## config.mk

```make
export PLATFORM = sky130hd
export DESIGN_NAME = img_rx_ctrl
export DESIGN_NICKNAME = d
export VERILOG_FILES = /design/src/rtl/img_rx_ctrl.sv
export SDC_FILE = /design/constraint.sdc
export NUM_CORES = 1
export LEC_CHECK = 0
export CAP_MARGIN = 10
export CORE_ASPECT_RATIO = 0.7
export CORE_MARGIN = 3
export CORE_UTILIZATION = 30
export DETAILED_ROUTE_END_ITERATION = 12
export PLACE_DENSITY = 0.6
export SETUP_SLACK_MARGIN = 0.4
export SYNTH_ARGS = -nofsm -noshare
export SYNTH_HDL_FRONTEND = slang
export SYNTH_SLANG_ARGS = --single-unit
export TNS_END_PERCENT = 50
```

## constraint.sdc

```tcl
create_clock -name sclk -period 1.85 [get_ports sclk]
set_input_delay 0.185 -clock sclk [delete_from_list [all_inputs] [get_ports sclk]]
set_output_delay 0.185 -clock sclk [all_outputs]
set_load 0.01 [all_outputs]
```

## src/rtl/img_rx_ctrl.sv

```systemverilog
// img_rx_ctrl
//   Frame sequencer between the UART byte receiver and the Sobel line-buffer
//   input. It accepts one byte per receiver strobe, tags the byte with its
//   column/row position inside an IMG_W x IMG_H frame, and flags row and frame
//   ends. A new frame is held off until the downstream pipeline acknowledges
//   the previous one.
//
//   Optional feature, build macro RX_TIMEOUT_EN:
//     defined   - an idle timer runs while receiving; if TIMEOUT_MAX cycles pass
//                 with no byte, the partial frame is aborted (err_timeout pulse)
//     undefined - no timer, err_timeout is tied low and a frame waits forever
//
// Ports
//   sclk        in   system clock
//   rst_n       in   asynchronous active-low reset
//   rx_data     in   received byte, valid with rx_flag
//   rx_flag     in   one-cycle byte strobe
//   done_ack    in   downstream has consumed the frame (level or pulse)
//   pix_data    out  registered pixel byte
//   pix_valid   out  one-cycle pixel strobe
//   col_cnt     out  column of the emitted pixel (held until the next pixel)
//   row_cnt     out  row of the emitted pixel (held until the next pixel)
//   row_end     out  pulse with the last pixel of each row
//   frame_end   out  pulse with the last pixel of the frame
//   frame_done  out  level, frame complete and awaiting done_ack
//   busy        out  level, frame reception in progress
//   overrun     out  sticky, a byte arrived while waiting for done_ack
//   err_timeout out  one-cycle abort pulse
//
// State table
//   state | meaning
//   IDLE  | waiting for the first byte of a frame, position is 0,0
//   RECV  | receiving a frame, nxt_col/nxt_row hold the next pixel position
//   DONE  | frame complete, bytes are dropped until done_ack

module img_rx_ctrl #(
  parameter int IMG_W       = 64,
  parameter int IMG_H       = 64,
  parameter int TIMEOUT_MAX = 104159
) (
  input  logic       sclk,
  input  logic       rst_n,
  input  logic [7:0] rx_data,
  input  logic       rx_flag,
  input  logic       done_ack,
  output logic [7:0] pix_data,
  output logic       pix_valid,
  output logic [9:0] col_cnt,
  output logic [9:0] row_cnt,
  output logic       row_end,
  output logic       frame_end,
  output logic       frame_done,
  output logic       busy,
  output logic       overrun,
  output logic       err_timeout
);

  localparam logic [1:0] ST_IDLE = 2'd0;
  localparam logic [1:0] ST_RECV = 2'd1;
  localparam logic [1:0] ST_DONE = 2'd2;

  localparam logic [9:0]  LAST_COL = 10'(IMG_W - 1);
  localparam logic [9:0]  LAST_ROW = 10'(IMG_H - 1);
  localparam logic [16:0] TMO_LOAD = 17'(TIMEOUT_MAX);

  if (IMG_W < 2 || IMG_W > 1023) begin : g_chk_w
    $error("img_rx_ctrl: IMG_W out of range 2..1023");
  end
  if (IMG_H < 2 || IMG_H > 1023) begin : g_chk_h
    $error("img_rx_ctrl: IMG_H out of range 2..1023");
  end
  if (TIMEOUT_MAX < 1 || TIMEOUT_MAX > 131071) begin : g_chk_tmo
    $error("img_rx_ctrl: TIMEOUT_MAX must fit in 17 bits and be nonzero");
  end

  logic [1:0] state;
  logic [9:0] nxt_col;
  logic [9:0] nxt_row;
  logic       last_col;
  logic       last_row;
  logic       tmo_hit;

  assign last_col = (nxt_col == LAST_COL);
  assign last_row = (nxt_row == LAST_ROW);

`ifdef RX_TIMEOUT_EN
  // Down-counter reloaded by every byte (and whenever not receiving). It
  // reaches zero TIMEOUT_MAX cycles after the last byte; the abort is taken on
  // the following edge only if no byte arrives in that same cycle, so a byte
  // landing exactly at expiry still wins.
  logic [16:0] idle_tmr;

  assign tmo_hit = (state == ST_RECV) && !rx_flag && (idle_tmr == 17'd0);

  always_ff @(posedge sclk or negedge rst_n) begin
    if (!rst_n) begin
      idle_tmr    <= TMO_LOAD;
      err_timeout <= 1'b0;
    end else begin
      err_timeout <= tmo_hit;
      if (state != ST_RECV || rx_flag) begin
        idle_tmr <= TMO_LOAD;
      end else if (idle_tmr != 17'd0) begin
        idle_tmr <= idle_tmr - 17'd1;
      end
    end
  end
`else
  assign tmo_hit     = 1'b0;
  assign err_timeout = 1'b0;
`endif

  always_ff @(posedge sclk or negedge rst_n) begin
    if (!rst_n) begin
      state      <= ST_IDLE;
      nxt_col    <= 10'd0;
      nxt_row    <= 10'd0;
      pix_data   <= 8'd0;
      pix_valid  <= 1'b0;
      col_cnt    <= 10'd0;
      row_cnt    <= 10'd0;
      row_end    <= 1'b0;
      frame_end  <= 1'b0;
      frame_done <= 1'b0;
      busy       <= 1'b0;
      overrun    <= 1'b0;
    end else begin
      pix_valid <= 1'b0;
      row_end   <= 1'b0;
      frame_end <= 1'b0;

      case (state)
        ST_IDLE, ST_RECV: begin
          if (rx_flag) begin
            // IDLE always sits at 0,0, so the first pixel of a frame goes
            // through the same position logic as every other pixel.
            pix_valid <= 1'b1;
            pix_data  <= rx_data;
            col_cnt   <= nxt_col;
            row_cnt   <= nxt_row;
            row_end   <= last_col;
            busy      <= 1'b1;
            state     <= ST_RECV;
            if (state == ST_IDLE) begin
              overrun <= 1'b0;
            end
            if (last_col) begin
              nxt_col <= 10'd0;
              if (last_row) begin
                nxt_row    <= 10'd0;
                frame_end  <= 1'b1;
                frame_done <= 1'b1;
                busy       <= 1'b0;
                state      <= ST_DONE;
              end else begin
                nxt_row <= nxt_row + 10'd1;
              end
            end else begin
              nxt_col <= nxt_col + 10'd1;
            end
          end else if (tmo_hit) begin
            busy    <= 1'b0;
            state   <= ST_IDLE;
            nxt_col <= 10'd0;
            nxt_row <= 10'd0;
          end
        end

        ST_DONE: begin
          if (rx_flag) begin
            overrun <= 1'b1;
          end
          if (done_ack) begin
            frame_done <= 1'b0;
            state      <= ST_IDLE;
            nxt_col    <= 10'd0;
            nxt_row    <= 10'd0;
          end
        end

        default: begin
          state <= ST_IDLE;
        end
      endcase
    end
  end

endmodule
```

; ---- After elaboration in Yosys (flattened, before gate mapping)
; Cells that the tools add are included.
[op_classes]
add_sub_neg = 2
n_mul = 0
div = 0
magnitude_cmp = 0
n_eq_ne = 10
shifts = 0
mux = 32
bitwise = 0
reduce_logical = 9
[ops]
columns = operator, count
row1 = two-way mux 10 bit, 6
row2 = one-hot mux 10 bit (2 select lines), 2
row3 = adder 10 x 1 -> 10 bit (second input constant), 2
row4 = == test 10 x 6 -> 1 bit (second input constant), 2
row5 = two-way mux 1 bit, 17
row6 = != test 2 bit (second input constant), 6
row7 = two-way mux 2 bit, 4
row8 = AND reduction 4 bit, 2
row9 = AND reduction 5 bit, 1
row10 = one-hot mux 1 bit (2 select lines), 2
row11 = one-hot mux 2 bit (2 select lines), 1
row12 = AND reduction 2 bit, 2
row13 = AND reduction 3 bit, 1
row14 = == test 2 x 1 -> 1 bit (second input constant), 1
row15 = == test 2 bit (second input constant), 1
row16 = zero test 2 bit, 1
row17 = nonzero test 2 bit, 1
row18 = OR reduction 2 bit, 1
[totals]
register_bits = 56
latchBits = 0
ram_bits = 0
romBits = 0
in_bits = 12
wordCells = 65
mem_count = 0

; ---- Longest topological paths before layout
; Gate-level depths: netlist of run 1.
[logic_depth]
ltp_word = 5
depth_mapped = 7

; ---- Least setup slack after synthesis of run 1
; Ideal clock, no wire load.
[synth_timing]
path_kind = register to register
start = register nxt_col[7]
end = register nxt_row[7]
arrival_time_ns = 1.411
t_required_ns = 1.718
path_slack_ns = 0.306
stages_incl_launch_ff = 6
period_less_slack_ns = 1.544
cell_sequence = dfrtp_1 -> nor4_4 -> a41oi_1 -> buf_4 -> o31ai_1 -> o31ai_1
[synth_via]
elab_chain_len = 3
[synth_lines]
columns = item, line_no
row1 = from (decl), 77  ; logic [9:0] nxt_col;
row2 = from (signal assigned), 159  ; nxt_col <= nxt_col + 10'd1;
row3 = == test 10 x 6 -> 1 bit, 83  ; assign last_col = (nxt_col == LAST_COL);
row4 = != test 2 bit (no source line), --
row5 = AND reduction 4 bit (no source line), --
row6 = to (signal assigned), 156  ; nxt_row <= nxt_row + 10'd1;
row7 = to (decl), 78  ; logic [9:0] nxt_row;
; No other way between the ends.
; A chain may end at the register's enable or synchronous reset.

; ---- Worst setup path in the final report of run 1
[layout_timing]
start = register nxt_row[4]
end = register nxt_row[9]
[layout_via]
elab_chain_len = 5
elab_cells_between_ends = 6
classes_between = add/sub: 1 / eq/ne: 1 / mux: 4
[layout_lines]
columns = item, line_no
row1 = adder 10 x 1 -> 10 bit / == test 10 x 6 -> 1 bit (equally long branches), "156, 84"
row2 = two-way mux 10 bit *, 149  ; if (last_row) begin
row3 = two-way mux 10 bit *, 147  ; if (last_col) begin
row4 = two-way mux 10 bit *, 134  ; if (rx_flag) begin
row5 = one-hot mux 10 bit (2 select lines) *, 132  ; case (state)
; Mark *: on every way between the ends. The rest lies on a longest branch, timed or not. The select of a mux whose other input is x is not followed.

==> run summary, run 1 <==
wire length after detailed routing: 6630 µm
combinational share of power: 19.7%
CTS HTree Levels: 2
origin of the worst setup path: nxt_row[4]$_DFFE_PN0P_
count of distinct cell types in the synthesized netlist: 41
leakage: 1.56 nW
signed area change from the synthesized netlist to the final layout: 40.6%
Pre-antenna DRT Iters: 5
top-level I/O count: 47
cell area power density: 897 nW/µm²
clock-pin slew of the registers on the worst-case setup and hold paths: 0.07 ns
share of async-settable or async-resettable flops after synthesis: 100%
final weighted congestion of routability-driven global placement: 0.797
area enclosed by the die boundary: 9730 µm²
launch point of the worst reg-to-reg path: nxt_row[4]$_DFFE_PN0P_
leading post-synthesis cells by instance count: 88 x sky130_fd_sc_hd__nand2_1, 56 x sky130_fd_sc_hd__dfrtp_1, 13 x sky130_fd_sc_hd__nor2_1, 13 x sky130_fd_sc_hd__o31ai_1, 10 x sky130_fd_sc_hd__o21ai_0
mean routed wirelength per cell: 15.2 µm
Core Util, Final: 44.6%
required time at the endpoint of the critical path: 2.03 ns
Max Clock Skew: 0.00750 ns
library cell with the highest instance count after synthesis: sky130_fd_sc_hd__nand2_1
Net Sw Power: 0.899 mW
TritonCTS clock tree: yes
die span in y: 83.4 µm
root buffer cell: sky130_fd_sc_hd__clkbuf_16
type of the worst setup path: register to register
share of Yosys cell area claimed by the top area cell type: 54.5%
core region area: 8110 µm²
Hold Path Class: input pin to async pin
vias in the first global route: 2082
share of synthesized area occupied by flip-flops and latches: 54.5%
aggregate global routing overflow: 0
kind of end point of the critical path: register
Hold Violations, Final: 0
library cell with the largest summed area after synthesis: sky130_fd_sc_hd__dfrtp_1
worst-path maximum fanout: 8
synthesized area: 2570 µm²
cells taking the most area after synthesis: sky130_fd_sc_hd__dfrtp_1 55%, sky130_fd_sc_hd__nand2_1 13%, sky130_fd_sc_hd__o31ai_1 3.8%
sequential cell fraction of total power: 46.5%
sum of negative setup slack: 0 ns
max_cap viols: 0
switching power as a share of total power: 27.7%
setup violation total in the final timing report: 0
setup repair after global routing missed its margin: true
CTS buffer count: 5
GRT Overall Usage: 14.1%
clock net sink count: 56
Post-synth EDFFs: 0
number of DRC violations after detailed-routing iteration 0: 168
Post-Syn Instances: 268
stage delay of the slowest cell on the critical path: 0.47 ns
synthesized flop and latch total: 56
average size of a mapped cell: 9.59 µm²
clock network power share: 33.7%
worst-path cell chain: and3_1 > buf_4 > a41oi_1 > o31ai_4 > o31ai_2
Peak supply drop: 0.000346 V
number of warnings reported in the yosys synthesis log: 0
number of DRC violations after detailed routing: 0
FF-to-FF path depth: 5
outcome: complete, no violations
clock network latency to the later pin of the worst-skew pair: 0.30 ns
drt via density: 4.93
number of antenna violations at the first check in global routing: 0
antenna cells: 0
clock tree buffer depth: 2
pin count of the biggest net entering global routing: 40
buffers added on ports: 45
data arrival time of the critical path: 1.81 ns
crit path time final: 1.62 ns
fin nets: 349
Via Count: 2156
maximum clock rate: 616 MHz
final standard cell count with taps included and fillers excluded: 437
Total Power Consumption: 3.24 mW
design internal power: 2.34 mW
Die Span X: 117 µm
period utilisation layout: 87.7%
post-placement cell count: 419
first-pass GRT wire length: 10700 µm
startpoint class of the critical path: register
Slew Limit Fails: 0
ratio of cells with drive above 1 in the final layout: 19.9%
Max stage delay cell, worst path: sky130_fd_sc_hd__dfrtp_1
net count of the mapped netlist: 282
Antenna Violating Nets Remaining: 0
most instantiated flip-flop cell in the synthesis netlist: sky130_fd_sc_hd__dfrtp_1
starting density of the core: 31.7%
row cnt: 27
total half-perimeter wirelength after legalization and detailed placement: 4360 µm
## routing by layer
metal  share of wire [%]  global-route usage [%]  routed length (µm)  up-vias
met5                   0                       0                   0        -
met1                  51                    22.3                3380     1038
li1                    -                       -                   -     1058
met3                 7.6                    5.32                 503        7
met2                  41                    17.9                2690       53
met4                0.89                    2.81                  59        0
## state kept, by name, summed over array words and instances (netlist names)
name,cells
busy,1
col_cnt,10
frame_done,1
frame_end,1
nxt_col,10
nxt_row,10
overrun,1
pix_data,8
pix_valid,1
row_cnt,10
row_end,1
state,2
## area by class of cell
type,count,area (µm²)
fillers,809,4490
clock buffers,5,125
inverters,4,15.0
clock inverters,3,42.5
well taps,101,126
flip-flops and latches,56,1410
repair buffers,75,706
multi-input cells,193,1190
## final timing paths
kind / end / slack (ns)
worst min-delay path: nxt_row[4]$_DFFE_PN0P_ / 0.37
worst max-delay path: nxt_row[9]$_DFFE_PN0P_ / 0.23
worst max register to register: nxt_row[9]$_DFFE_PN0P_ / 0.23
max in group asynchronous: nxt_col[4]$_DFFE_PN0P_ / 0.91
min in group sclk: pix_data[6]$_DFFE_PN0P_ / 0.41
worst min register to register: pix_data[5]$_DFFE_PN0P_ / 0.47
## placed cells by master, fill, tap and decap left out, types with 3 or more instances in the layout
master,count
sky130_fd_sc_hd__buf_4,25
sky130_fd_sc_hd__clkdlybuf4s50_1,44
sky130_fd_sc_hd__o21ai_0,9
sky130_fd_sc_hd__o31ai_2,3
sky130_fd_sc_hd__and3_1,3
sky130_fd_sc_hd__inv_1,3
sky130_fd_sc_hd__nand3_1,7
sky130_fd_sc_hd__nand3b_1,3
sky130_fd_sc_hd__clkbuf_16,5
sky130_fd_sc_hd__o31ai_4,4
sky130_fd_sc_hd__dfrtp_2,5
sky130_fd_sc_hd__a21oi_1,3
sky130_fd_sc_hd__nand2_1,87
sky130_fd_sc_hd__nand2b_1,3
sky130_fd_sc_hd__a211oi_1,5
sky130_fd_sc_hd__xnor2_1,5
sky130_fd_sc_hd__nand4_1,6
sky130_fd_sc_hd__nor2_1,13
sky130_fd_sc_hd__o31ai_1,6
sky130_fd_sc_hd__dfrtp_1,51
sky130_fd_sc_hd__nor3_1,3
## critical path, delay by kind of cell (launching register included)
family | cells | cell delay, ns
AOI/OAI and AO/OA | 3 | 0.52
DFF | 1 | 0.47
and+or+nand+nor | 1 | 0.31
buffers and inverters | 1 | 0.19
## power by group through the flow
| stage | sequential (mW) | combinational (mW) | clock, mW |
|---|---|---|---|
| finish | 1.51 | 0.639 | 1.09 |
| detailed placement | 1.53 | 0.575 | 0 |
| floorplan | 1.55 | 0.229 | 0 |
| global route | 1.53 | 0.705 | 1.17 |
| global placement | 1.53 | 0.570 | 0 |
| CTS | 1.51 | 0.635 | 1.12 |
## metrics by stage
stage / setup WS [ns] / hold slack [ns] / area [µm²]
after global placement: 0.0882 / 0.159 / 3210
after floorplan: 0.351 / -0.111 / 2580
after CTS: 0.266 / 0.377 / 3530
after global routing: 0.138 / 0.408 / 3610
final: 0.227 / 0.368 / 3610
after detailed placement: 0.0583 / 0.166 / 3210
## timing repair
action                     4_1_cts  5_1_grt
pin swaps                        3       10
buffers inserted                 8        0
setup endpoints to repair       24       24
hold buffers                     1        0
gates resized for setup         19       14
hold endpoints to repair        17        0
gates cloned                     0        1
## logic make-up (layout without fill, tap and decap cells)
group	Yosys count	in the layout	share of synthesized area, %
AO/OA/AOI/OAI	46	46	12.0
XOR/XNOR	5	5	1.70
adder cells (fa/ha/maj)	2	2	0.974
buffers and inverters	19	87	4.67
flip-flops	56	56	54.5
multiplexers	1	1	0.438
other	1	1	0.146
AND/OR/NAND/NOR	138	138	25.5
No activity file was read; power rests on OpenSTA's default activity.
==> run 2, diff against run 1 <==
--- a/config.mk
+++ b/config.mk
@@ -10,6 +10,8 @@
 export CORE_MARGIN = 3
 export CORE_UTILIZATION = 30
 export DETAILED_ROUTE_END_ITERATION = 12
+export GPL_TIMING_DRIVEN = 1
+export HOLD_SLACK_MARGIN = 0.05
 export PLACE_DENSITY = 0.6
 export SETUP_SLACK_MARGIN = 0.4
 export SYNTH_ARGS = -nofsm -noshare
==> results of run 2 <==
The final DEF is identical to that of run 1; final timing and power are the same.
==> run 3, diff against run 2 <==
--- a/config.mk
+++ b/config.mk
@@ -9,11 +9,13 @@
 export CORE_ASPECT_RATIO = 0.7
 export CORE_MARGIN = 3
 export CORE_UTILIZATION = 30
+export CTS_BUF_LIST = sky130_fd_sc_hd__clkbuf_8
 export DETAILED_ROUTE_END_ITERATION = 12
 export GPL_TIMING_DRIVEN = 1
 export HOLD_SLACK_MARGIN = 0.05
 export PLACE_DENSITY = 0.6
 export SETUP_SLACK_MARGIN = 0.4
+export SLEW_MARGIN = 5
 export SYNTH_ARGS = -nofsm -noshare
 export SYNTH_HDL_FRONTEND = slang
 export SYNTH_SLANG_ARGS = --single-unit
==> run 3 against run 2 <==
- cell count stayed put
- critical path depth stayed put
- via count is 0.97% lower
- count of clock-buffer cells in the layout stayed put
- routed wire length is 1.1% lower
- clock power is 24% lower
- global-route usage is 0.18 points lower
- critical endpoint unchanged
- highest routed layer unchanged
==> run summary, run 3 (synthesis gave the netlist of run 1 again) <==
outcome: complete, no violations
TritonCTS clock tree: yes
highest routed layer: met4
design internal power: 2.10 mW
Peak supply drop: 0.000339 V
origin of the worst setup path: nxt_row[4]$_DFFE_PN0P_
setup repair after global routing missed its margin: true
number of DRC violations after detailed-routing iteration 0: 163
area enclosed by the die boundary: 9730 µm²
Hold Violations, Final: 0
sequential cell area in the final layout: 1410 µm²
combinational share of power: 21.4%
Hold Path Class: input pin to async pin
FF-to-FF path depth: 5
fin nets: 349
total half-perimeter wirelength after legalization and detailed placement: 4360 µm
CTS buffer count: 5
sequential cell fraction of total power: 50.8%
crit path time final: 1.62 ns
Max stage delay cell, worst path: sky130_fd_sc_hd__dfrtp_1
signed area change from the synthesized netlist to the final layout: 38.8%
drt via density: 4.89
stage delay of the slowest cell on the critical path: 0.49 ns
kind of end point of the critical path: register
leakage: 1.54 nW
clock tree buffer depth: 2
worst-path cell chain: and3_1 > buf_4 > a41oi_1 > o31ai_4 > o31ai_2
period utilisation layout: 87.5%
commonest cells after routing, fill and taps aside: 87 x sky130_fd_sc_hd__nand2_1, 51 x sky130_fd_sc_hd__dfrtp_1, 44 x sky130_fd_sc_hd__clkdlybuf4s50_1
wire length after detailed routing: 6550 µm
worst-path maximum fanout: 8
pin count of the biggest net entering global routing: 40
Slew Limit Fails: 0
required time at the endpoint of the critical path: 2.06 ns
die span in y: 83.4 µm
type of the worst setup path: register to register
maximum clock rate: 617 MHz
combined area of the multi-input logic cells: 1200 µm²
CTS HTree Levels: 2
number of DRC violations after detailed routing: 0
DR WL met3: 338 µm
setup violation total in the final timing report: 0
Pre-antenna DRT Iters: 4
smallest hold slack: 0.338 ns
Die Span X: 117 µm
first-pass GRT wire length: 10600 µm
final weighted congestion of routability-driven global placement: 0.797
fillers: 807
core region area: 8110 µm²
root buffer cell: sky130_fd_sc_hd__clkbuf_8
max_cap viols: 0
aggregate global routing overflow: 0
switching power as a share of total power: 29.2%
leading cell type in the layout, fill and taps excluded: sky130_fd_sc_hd__nand2_1
vias in the first global route: 2043
antenna cells: 0
ratio of cells with drive above 1 in the final layout: 20.5%
Metal-1 WL: 3420 µm
mean routed wirelength per cell: 15.0 µm
clock net sink count: 56
clock network latency to the later pin of the worst-skew pair: 0.32 ns
Total Power Consumption: 2.97 mW
data arrival time of the critical path: 1.83 ns
top-level I/O count: 47
Via Count: 2135
metal2 WL: 2730 µm
row cnt: 27
clock network power share: 27.7%
sum of negative setup slack: 0 ns
cell area power density: 833 nW/µm²
Net Sw Power: 0.869 mW
Antenna Violating Nets Remaining: 0
launch point of the worst reg-to-reg path: nxt_row[4]$_DFFE_PN0P_
number of antenna violations at the first check in global routing: 0
Max Clock Skew: 0.0112 ns
buffers added on ports: 45
clock-pin slew of the registers on the worst-case setup and hold paths: 0.10 ns
GRT Overall Usage: 13.9%
starting density of the core: 31.7%
startpoint class of the critical path: register
## run 3: cell counts in the layout (fill, tap and decap cells not counted)
Identical to the previous run, type by type.
## run 3: power groups by stage
| stage | combinational [mW] | clock, mW | sequential, mW |
|---|---|---|---|
| floorplan | 0.229 | 0 | 1.55 |
| global placement | 0.570 | 0 | 1.53 |
| detailed placement | 0.575 | 0 | 1.53 |
| CTS | 0.635 | 0.849 | 1.51 |
| global route | 0.705 | 0.888 | 1.54 |
| finish | 0.637 | 0.824 | 1.51 |
## run 3: repair_timing
| action | CTS | global route |
|---|---|---|
| buffers inserted | 8 | 0 |
| resized for setup | 19 | 17 |
| hold endpoints to repair | 17 | 0 |
| setup endpoints to repair | 24 | 37 |
| hold buffers | 1 | 0 |
| cloned | 0 | 1 |
| pin swaps | 3 | 10 |
## run 3: worst paths after layout
kind / end / slack (ns)
setup reg to reg: nxt_row[9]$_DFFE_PN0P_ / 0.23
min in group sclk: pix_data[6]$_DFFE_PN0P_ / 0.38
hold reg to reg: pix_data[5]$_DFFE_PN0P_ / 0.48
hold / removal: overrun$_DFFE_PN0P_ / 0.34
max in group asynchronous: nxt_col[4]$_DFFE_PN0P_ / 0.95
setup / recovery: nxt_row[9]$_DFFE_PN0P_ / 0.23
## run 3: per-layer routing
metal	GRT usage, %	vias to the layer above
met3	3.79	4
li1	-	1059
met1	22.3	1028
met4	4.06	0
met5	0	-
met2	17.8	44
## run 3: worst max-delay path, delay by kind of cell (launching register included)
family	cells	cell delay [ns]
buf+inv	1	0.20
flops	1	0.49
simple gates	1	0.32
compound gates	3	0.50
## run 3: cell type report
cell class | instances | share of cell area [%]
inverters | 4 | 0.421
well taps | 101 | 3.54
flip-flops and latches | 56 | 39.5
clock buffers | 5 | 1.93
multi-input cells | 193 | 33.6
clock inverters | 3 | 1.19
repair buffers | 75 | 19.8
## run 3: per-stage QoR
stage / worst slack (ns) / utilization [%] / cell area [µm²] / std cells
6_report: 0.231 / 44.0 / 3570 / 437
5_1_grt: 0.147 / 44.0 / 3570 / 437
4_1_cts: 0.254 / 42.9 / 3470 / 436
3_5_place_dp: 0.0583 / 39.6 / 3210 / 419
3_3_place_gp: 0.0882 / 39.6 / 3210 / 419
2_1_floorplan: 0.351 / - / 2580 / 268
